## src/rtl/bru_pkg.sv

```systemverilog
// Shared definitions for the branch unit with history table: brOp encodings,
// clear-engine state type and the counter reset-value helper.
package bru_pkg;

  localparam logic [4:0] BR_NONE = 5'b00000;
  localparam logic [4:0] BR_EQ   = 5'b01000;
  localparam logic [4:0] BR_NE   = 5'b01001;
  localparam logic [4:0] BR_LT   = 5'b01100;
  localparam logic [4:0] BR_GE   = 5'b01101;
  localparam logic [4:0] BR_LTU  = 5'b01110;
  localparam logic [4:0] BR_GEU  = 5'b01111;
  localparam logic [4:0] BR_JUMP = 5'b10000;

  typedef enum logic {
    IDLE,
    CLEAR
  } bht_state_t;

  // Weakly not-taken: 2^(ctr_bits-1)-1, which is 0 for single-bit counters.
  function automatic int unsigned ctr_reset_val(input int unsigned ctr_bits);
    return (32'd1 << (ctr_bits - 1)) - 32'd1;
  endfunction

endpackage

```

## src/rtl/sat_counter.sv

```systemverilog
// Saturating up/down counter step: returns cur+1 on inc, cur-1 on dec,
// clamped to [0, 2^CTR_BITS-1]. Purely combinational.
module sat_counter #(
  parameter int unsigned CTR_BITS = 2
) (
  input  logic [CTR_BITS-1:0] cur,
  input  logic                inc,
  input  logic                dec,
  output logic [CTR_BITS-1:0] nxt
);

  always_comb begin
    nxt = cur;
    if (inc && (cur != '1)) begin
      nxt = cur + 1'b1;
    end else if (dec && (cur != '0)) begin
      nxt = cur - 1'b1;
    end
  end

endmodule

```

## src/rtl/bru_bht.sv

```systemverilog
// Branch resolve unit plus direct-mapped table of saturating counters with a
// sequenced clear engine. Optional counters enabled by BRU_BHT_STATS_EN.
module bru_bht
  import bru_pkg::*;
#(
  parameter int unsigned XLEN      = 32,
  parameter int unsigned BHT_DEPTH = 64,
  parameter int unsigned CTR_BITS  = 2
) (
  input  logic            clk,
  input  logic            rst_n,
  input  logic [XLEN-1:0] fetch_pc,
  output logic            pred_taken,
  input  logic            resolve_valid,
  input  logic [XLEN-1:0] resolve_pc,
  input  logic [XLEN-1:0] ru_rs1,
  input  logic [XLEN-1:0] ru_rs2,
  input  logic [4:0]      brOp,
  input  logic            pred_in,
  output logic            NextPCSrc,
  output logic            mispredict,
  input  logic            bht_clear,
  output logic            bht_busy
`ifdef BRU_BHT_STATS_EN
  ,
  output logic [31:0]     stat_branches,
  output logic [31:0]     stat_mispredicts
`endif
);

  localparam int unsigned IDX_W = $clog2(BHT_DEPTH);
  localparam logic [IDX_W-1:0] LAST_IDX = IDX_W'(BHT_DEPTH - 1);
  localparam logic [CTR_BITS-1:0] RST_VAL = CTR_BITS'(ctr_reset_val(CTR_BITS));

  logic [IDX_W-1:0]    fetch_idx;
  logic [IDX_W-1:0]    res_idx;
  logic                taken;
  logic                is_cond;
  logic                busy;
  logic                train_en;
  logic [CTR_BITS-1:0] sat_nxt;

  bht_state_t          state_q, state_d;
  logic [IDX_W-1:0]    ptr_q, ptr_d;
  logic [CTR_BITS-1:0] bht_q [BHT_DEPTH];
  logic [CTR_BITS-1:0] bht_d [BHT_DEPTH];

  assign fetch_idx = fetch_pc[IDX_W+1:2];
  assign res_idx   = resolve_pc[IDX_W+1:2];

  logic unused_pc_bits;
  assign unused_pc_bits = ^{fetch_pc[XLEN-1:IDX_W+2], fetch_pc[1:0],
                            resolve_pc[XLEN-1:IDX_W+2], resolve_pc[1:0]};

  always_comb begin
    taken   = 1'b0;
    is_cond = 1'b1;
    case (brOp)
      BR_EQ:   taken = (ru_rs1 == ru_rs2);
      BR_NE:   taken = (ru_rs1 != ru_rs2);
      BR_LT:   taken = ($signed(ru_rs1) <  $signed(ru_rs2));
      BR_GE:   taken = ($signed(ru_rs1) >= $signed(ru_rs2));
      BR_LTU:  taken = (ru_rs1 <  ru_rs2);
      BR_GEU:  taken = (ru_rs1 >= ru_rs2);
      default: begin
        is_cond = 1'b0;
        taken   = ((brOp & BR_JUMP) != '0);
      end
    endcase
  end

  assign NextPCSrc  = taken;
  assign mispredict = resolve_valid & is_cond & (taken != pred_in);

  assign busy       = (state_q == CLEAR);
  assign bht_busy   = busy;
  assign pred_taken = ~busy & bht_q[fetch_idx][CTR_BITS-1];
  assign train_en   = resolve_valid & is_cond & ~busy;

  always_comb begin
    state_d = state_q;
    ptr_d   = ptr_q;
    case (state_q)
      IDLE: begin
        if (bht_clear) begin
          state_d = CLEAR;
          ptr_d   = '0;
        end
      end
      CLEAR: begin
        ptr_d = ptr_q + 1'b1;
        if (ptr_q == LAST_IDX) begin
          state_d = IDLE;
          ptr_d   = '0;
        end
      end
      default: state_d = IDLE;
    endcase
  end

  sat_counter #(.CTR_BITS(CTR_BITS)) u_sat (
    .cur (bht_q[res_idx]),
    .inc (train_en & taken),
    .dec (train_en & ~taken),
    .nxt (sat_nxt)
  );

  // Single write port: the clear engine owns it while busy, training otherwise.
  always_comb begin
    bht_d = bht_q;
    if (busy) begin
      bht_d[ptr_q] = RST_VAL;
    end else if (train_en) begin
      bht_d[res_idx] = sat_nxt;
    end
  end

  always_ff @(posedge clk or negedge rst_n) begin
    if (!rst_n) begin
      state_q <= IDLE;
      ptr_q   <= '0;
      for (int unsigned i = 0; i < BHT_DEPTH; i++) begin
        bht_q[i] <= RST_VAL;
      end
    end else begin
      state_q <= state_d;
      ptr_q   <= ptr_d;
      bht_q   <= bht_d;
    end
  end

`ifdef BRU_BHT_STATS_EN
  logic [31:0] stat_br_q, stat_br_d;
  logic [31:0] stat_mp_q, stat_mp_d;

  always_comb begin
    stat_br_d = stat_br_q;
    stat_mp_d = stat_mp_q;
    if (train_en && (stat_br_q != '1)) begin
      stat_br_d = stat_br_q + 32'd1;
    end
    if (mispredict && (stat_mp_q != '1)) begin
      stat_mp_d = stat_mp_q + 32'd1;
    end
  end

  always_ff @(posedge clk or negedge rst_n) begin
    if (!rst_n) begin
      stat_br_q <= '0;
      stat_mp_q <= '0;
    end else begin
      stat_br_q <= stat_br_d;
      stat_mp_q <= stat_mp_d;
    end
  end

  assign stat_branches    = stat_br_q;
  assign stat_mispredicts = stat_mp_q;
`endif

endmodule

```

## config.mk

```make
export PLATFORM = sky130hd
export DESIGN_NAME = bru_bht
export DESIGN_NICKNAME = d
export VERILOG_FILES = /design/src/rtl/bru_pkg.sv /design/src/rtl/sat_counter.sv /design/src/rtl/bru_bht.sv
export SDC_FILE = /design/constraint.sdc
export NUM_CORES = 1
export LEC_CHECK = 0
export CORE_UTILIZATION = 50
export CTS_BUF_LIST = sky130_fd_sc_hd__clkbuf_2
export DETAILED_ROUTE_END_ITERATION = 10
export GPL_TIMING_DRIVEN = 0
export PLACE_DENSITY = 0.82
export SYNTH_ARGS = -nofsm -noshare
export SYNTH_HDL_FRONTEND = slang
export SYNTH_SLANG_ARGS = --single-unit
```

## constraint.sdc

```tcl
create_clock -name clk -period 10.4 [get_ports clk]
set_input_delay 1.04 -clock clk [delete_from_list [all_inputs] [get_ports clk]]
set_output_delay 1.04 -clock clk [all_outputs]
set_load 0.01 [all_outputs]
```

==> metrics.md, run 1 <==
| Metric | Value |
|---|---|
| Status | completed |
| Initial DRC Count | 1365 |
| Synth warn | 0 |
| Die height | 137 um |
| Die area | 0.0188 mm^2 |
| Number of synthesized flops with an enable pin | 0 |
| Final setup TNS | 0 ns |
| Top cells by area, synth | dfrtp_1, dfstp_2, mux4_2, nor2_1, ha_1 |
| Total Power | 1710 uW |
| GPL Wtd Cong | 0.972 |
| Cell mode on critical path | mux4_2 |
| Initial antenna violation count | 2 |
| Vias in the first global route | 8812 |
| Cells after Synth | 1004 |
| Count leader, synth | nor2_1 |
| Final WL | 31600 um |
| DRC Markers | 0 |
| Hold Crit Class | primary input to asynchronous set/reset pin |
| Syn_area_per_cell | 9.08 um^2 |
| Worst-path fanout max | 10 |
| Crit path arrival time | 4.59 ns |
| Max-cap violations | 0 |
| Post-Syn Area | 0.00912 mm^2 |
| Post-CTS setup buffer count | 0 |
| Root buf cell | clkbuf_2 |
| Max Slew Vio Count | 0 |
| CP Depth | 7 |
| Clk pin slew, worst setup/hold paths | 0.26 ns |
| Critical Path Start Type | primary input |
| CP max stage cell | buf_1 |
| Seq/Total Area, Yosys | 37.9% |
| Synth Flop Type | dfrtp_1 |
| RSZ-0062 raised after global routing | no |
| Initial Util | 50.9% |
| Clock skew | 0.0480 ns |
| R2r worst-path depth | 13 |
| Synth top area share | 19.5% |
| CTS tree | built |
| WL per Instance | 23.4 um |
| Synth-to-layout area growth | 15.8% |
| Crit-path leading delay family | buffers and inverters |
| Total clock sinks | 135 |
| Synth unique cells | 64 |
| CP bufs+invs | 3 |
| Worst slew pin tran | 1.24 ns |
| Setup CP Type | primary input to primary output |
| Most frequent cells after synthesis | nor2_1, a21oi_1, dfrtp_1 |
| Max clock buf depth | 2 |
| DRT Pass-1 Iters | 7 |
| Top Ports | 142 |
| # setup viols final | 0 |
| FFs w/ async S/R, synth | 100% |
| Max frequency | 0.178 GHz |
| Global Route Usage Sum | 34.7% |
| Biggest area consumer among synthesized cells | dfrtp_1 |
| H-tree depth | 4 |
| Clk Latency, worst-skew pair | 0.80 ns |
| Vias/cell | 6.78 |
| PwrDens | 162 mW/mm^2 |
| CP peak stage delay | 0.79 ns |
| Worst Setup End Kind | primary output |
| First-pass GRT wire length | 47800 um |
| Via count | 9138 |
| Final HPWL DP | 22000 um |
| Max rail drop VDD | 0.000128 V |
| CTS Buf Count | 17 |
| Cell row count | 49 |
| Syn_nets | 1177 |
| Die Wd | 137 um |
| Final min period | 5.63 ns |
| Hold Vio Cnt, Final | 0 |
| Seq cells post-synth | 135 |
| Layout cells sized above 1 | 17.6% |
| CP required | 9.36 ns |
| Leak | 0.00400 uW |
| Largest net degree at the start of global routing | 84 |
| Placeable Area | 0.0179 mm^2 |
| Fin crit share | 54.1% |
| Final net count | 1278 |
| Crit-path cells | clkbuf_1, buf_1, mux4_2, mux4_2, mux4_2, and2_1, clkdlybuf4s50_1 |
| CTS Hold Bufs | 0 |
| # port buffers | 81 |
| Slew margin rel. | 16.7% |
| Post_cts resized | 0 |
| Grt total ovfl | 0 |
| Final ANT Viol Nets | 0 |
## sequential cells by signal, summed over array words and instances, names as in the netlist
signal,flops
bht_busy,1
bht_q,128
ptr_q,6
## worst reg2reg max path: stages, from the launching register on
cell and delay (ns):
dfrtp_1 0.47, mux4_2 0.46, mux2i_1 0.24, o22ai_1 0.12, nand3b_1 0.17, or4b_1 0.59, buf_2 0.20, inv_1 0.06
ha_1 0.26, mux2i_1 0.16, a21oi_1 0.11, nor2_2 0.88, nand3_4 0.20, o21ai_0 0.27
## final timing paths
kind / to / start / slack (ns)
max in group asynchronous: bht_q[18] / rst_n / 9.38
min in group clk: bht_q[1] / bht_q[1] / 0.58
worst min register to register: bht_q[1] / bht_q[1] / 0.58
worst max-delay path: pred_taken / fetch_pc[2] / 4.77
worst min-delay path: bht_q[21] / rst_n / 0.17
worst max register to register: bht_q[85] / bht_q[43] / 6.13
## per-stage QoR
step	util (%)	instances	area (um^2)	setup slack [ns]	hold slack, ns
floorplan	-	1004	9120	5.74	0.455
global placement	57.1	1314	10200	3.01	0.517
detailed placement	57.2	1315	10200	4.78	0.522
CTS	59.0	1347	10600	4.78	0.199
global route	59.0	1348	10600	4.62	0.187
finish	59.0	1348	10600	4.77	0.168
## cells by family (layout without fill, tap and decap cells)
family                   count (synthesis)  in the layout  synth area share [%]
XOR/XNOR                                 4              4                 0.590
flip-flops                             135            135                  37.9
AND/OR/NAND/NOR                        376            376                  20.6
multiplexers                            44             44                  8.85
other                                    0              1                     0
AO/OA/AOI/OAI                          297            297                  21.3
buffers and inverters                  113            227                  5.98
adder cells (fa/ha/maj)                 35             35                  4.80
## final cells by class
cell class                 count  area (um^2)
inverter                      42          158
timing repair buffer          82          840
clock buffer                  17         85.1
multi-input combinational    756         5120
buffer                        71          388
antenna                        1         2.50
tap                          229          287
sequential                   135         3460
clock inverter                15          226
fill                        1548         7340
## where the power goes
part	internal, uW	switching [uW]	total [uW]
clock	184	220	404
sequential	666	64.3	730
combinational	204	368	571
total	1050	652	1710
## per-layer routing
| metal | vias to the layer above | part of all wire, % | global-route usage (%) |
|---|---|---|---|
| met5 | - | 0 | 0 |
| met4 | 0 | 6.4 | 22.5 |
| met3 | 202 | 14 | 10.8 |
| met2 | 776 | 43 | 52.0 |
| met1 | 4228 | 36 | 43.0 |
| li1 | 3932 | - | - |
## cell usage in the layout, fill, tap and decap left out, types with 6 or more instances in the layout
cell and instances:
clkbuf_2 17, nand3b_1 9, a221oi_1 8, o21ai_0 70, buf_2 10, dfstp_2 64, nand3_4 8, clkbuf_1 37
a21oi_2 11, o221ai_1 50, mux4_2 28, a22o_1 6, a21oi_1 80, o21ai_1 8, a22oi_1 24, clkdlybuf4s50_1 80
nand3_1 19, dfrtp_1 71, and3_1 8, nand2_1 61, o22ai_1 17, or2_2 9, nor2_1 146, nand4_1 10
mux2i_1 12, nor3_1 66, or3_1 6, ha_1 35, buf_6 14, nor2b_1 6, buf_1 8, a31oi_1 7
inv_1 42
Note: power is estimated with default switching activity, not from simulation.
==> inputs of run 2 (changes only) <==
- clock period: 10.4 -> 5.6 ns (I/O delays scaled with it)
==> metrics.md, run 2 (synthesized netlist as in run 1, its figures left out) <==
| Metric | Value |
|---|---|
| Status | completed (unchanged) |
| Final std cells w/o fill | 1349 (was 1348) |
| H-tree depth | 4 (unchanged) |
| Cell mode on critical path | mux4_2 (unchanged) |
| Critical Path Start Type | primary input (unchanged) |
| Final net count | 1279 (was 1278) |
| CP bufs+invs | 3 (unchanged) |
| Max Slew Vio Count | 0 (unchanged) |
| Global Route Usage Sum | 34.7% (unchanged) |
| Synth-to-layout area growth | 15.9% (was 15.8%) |
| Crit-path leading delay family | buffers and inverters (unchanged) |
| Max clock buf depth | 2 (unchanged) |
| Worst Setup End Kind | primary output (unchanged) |
| Top Ports | 142 (unchanged) |
| Post_cts resized | 0 (unchanged) |
| Top reg by flops | bht_q (unchanged) |
| Slew margin rel. | 16.6% (was 16.7%) |
| Worst slew pin tran | 1.25 ns (was 1.24 ns) |
| Hold Crit Class | primary input to flop (was primary input to asynchronous set/reset pin) |
| Clock skew | 0.0546 ns (was 0.0480 ns) |
| Vias/cell | 6.74 (was 6.78) |
| Placeable Area | 0.0179 mm^2 (unchanged) |
| Initial DRC Count | 1427 (was 1365) |
| Die height | 137 um (unchanged) |
| Max frequency | 0.213 GHz |
| Max-cap violations | 0 (unchanged) |
| CP required | 5.04 ns (was 9.36 ns) |
| R2r worst-path depth | 13 (unchanged) |
| CTS Hold Bufs | 1 (was 0) |
| Commonest non-fill, non-tap cell in the layout | nor2_1 (unchanged) |
| Leak | 0.00400 uW (about the same) |
| CP peak stage delay | 0.80 ns (was 0.79 ns) |
| Crit-path cells | clkbuf_1, buf_1, mux4_2, mux4_2, mux4_2, and2_1, clkdlybuf4s50_1 (unchanged) |
| Final HPWL DP | 22000 um (unchanged) |
| PwrDens | 299 mW/mm^2 (was 162 mW/mm^2) |
| Reg2reg end | bht_q[69] (was bht_q[85]) |
| Final WL | 31600 um (about the same) |
| Setup CP Type | primary input to primary output (unchanged) |
| CP max stage cell | buf_1 (unchanged) |
| Worst reg-to-reg setup slack | 1.37 ns (was 6.13 ns) |
| WHS Endpoint | bht_q[47] |
| Cell count after placement | 1315 (unchanged) |
| Hold-critical path depth | 4 |
| CTS tree | built (unchanged) |
| # setup viols final | 0 (unchanged) |
| Total clock sinks | 135 (unchanged) |
| Initial Util | 50.9% (unchanged) |
| Largest register FFs | 128 (unchanged) |
| Worst-path fanout max | 10 (unchanged) |
| GPL Wtd Cong | 0.972 (unchanged) |
| Via count | 9094 (was 9138) |
| Final ANT Viol Nets | 0 (unchanged) |
| Min-Delay Startpoint | resolve_pc[6] |
| Post-CTS setup buffer count | 0 (unchanged) |
| Cell row count | 49 (unchanged) |
| Max rail drop VDD | 0.000236 V (was 0.000128 V) |
| Initial antenna violation count | 2 (unchanged) |
| Root buf cell | clkbuf_2 (unchanged) |
| DRC Markers | 0 (unchanged) |
| Clk pin slew, worst setup/hold paths | 0.22 ns (was 0.26 ns) |
| DRT Pass-1 Iters | 7 (unchanged) |
| Crit path arrival time | 4.15 ns (was 4.59 ns) |
| RSZ-0062 raised after global routing | no (unchanged) |
| Fin crit share | 84.0% |
| Vias in the first global route | 8812 (unchanged) |
| Reg2reg start | bht_q[43] (unchanged) |
| # port buffers | 81 (unchanged) |
| CTS Buf Count | 17 (unchanged) |
| Largest net degree at the start of global routing | 84 (unchanged) |
| Final min period | 4.71 ns |
| Count of filler cells inserted in the layout | 1547 (was 1548) |
| Commonest non-fill, non-tap cells in the layout | nor2_1, a21oi_1, clkdlybuf4s50_1, dfrtp_1, o21ai_0 (unchanged) |
| Total Power | 3170 uW (was 1710 uW) |
| Grt total ovfl | 0 (unchanged) |
| CP startpoint | fetch_pc[2] (unchanged) |
| Clk Latency, worst-skew pair | 0.82 ns (was 0.80 ns) |
| Die area | 0.0188 mm^2 (unchanged) |
| Layout cells sized above 1 | 17.6% (about the same) |
| Die Wd | 137 um (unchanged) |
| Hold Vio Cnt, Final | 0 (unchanged) |
| WL per Instance | 23.4 um (about the same) |
| First-pass GRT wire length | 47800 um (unchanged) |
## run 2: worst max-delay path by stage
stage,endpoint,slack (ns),cells after the start
global placement,bht_q[105],-1.31,1
floorplan,bht_q[64],1.82,17
CTS,pred_taken,0.94,7
finish,pred_taken,0.89,7
detailed placement,bht_q[87],0.73,16
global route,pred_taken,0.78,7
## run 2: final cells by class
cell class | instances | area (um^2) | share of cell area [%]
Clock buffer | 17 | 85.1 | 0.805
Multi-Input combinational cell | 756 | 5120 | 48.4
Sequential cell | 135 | 3460 | 32.7
Timing Repair Buffer | 83 | 850 | 8.04
Inverter | 42 | 158 | 1.49
Tap cell | 229 | 287 | 2.71
Clock inverter | 15 | 226 | 2.14
Buffer | 71 | 388 | 3.67
Antenna cell | 1 | 2.50 | 0.0237
## run 2: worst reg2reg max path, stage by stage (launching register included)
cell and delay, ns:
dfrtp_1 0.46, mux4_2 0.45, mux2i_1 0.25, o22ai_1 0.12, nand3b_1 0.16, or4b_1 0.59, buf_2 0.20, inv_1 0.06
ha_1 0.26, mux2i_1 0.16, a21oi_1 0.10, nor2_2 0.88, nand3_4 0.21, o21ai_0 0.24
## run 2: metrics by stage
step | area, um^2 | hold slack [ns] | setup slack, ns | setup TNS [ns] | utilization, %
final | 10600 | 0.211 | 0.895 | 0 | 59.0
after global routing | 10600 | 0.237 | 0.778 | 0 | 59.0
after CTS | 10600 | 0.219 | 0.937 | 0 | 59.0
after detailed placement | 10200 | 0.522 | 0.727 | 0 | 57.2
after global placement | 10200 | 0.517 | -1.31 | -92.37 | 57.1
after floorplan | 9120 | 0.264 | 1.82 | 0 | -
## run 2: power breakdown
group,switching (uW),leakage [uW],internal [uW]
Sequential,117,0.00162,1240
Combinational,682,0.00221,379
Clock,409,0.000173,342
Total,1210,0.00400,1960
## run 2: metal layers
metal | part of all wire [%] | track usage [%]
met1 | 36 | 43.0
met2 | 43 | 52.0
met3 | 14 | 10.8
met4 | 6.5 | 22.5
met5 | 0 | 0
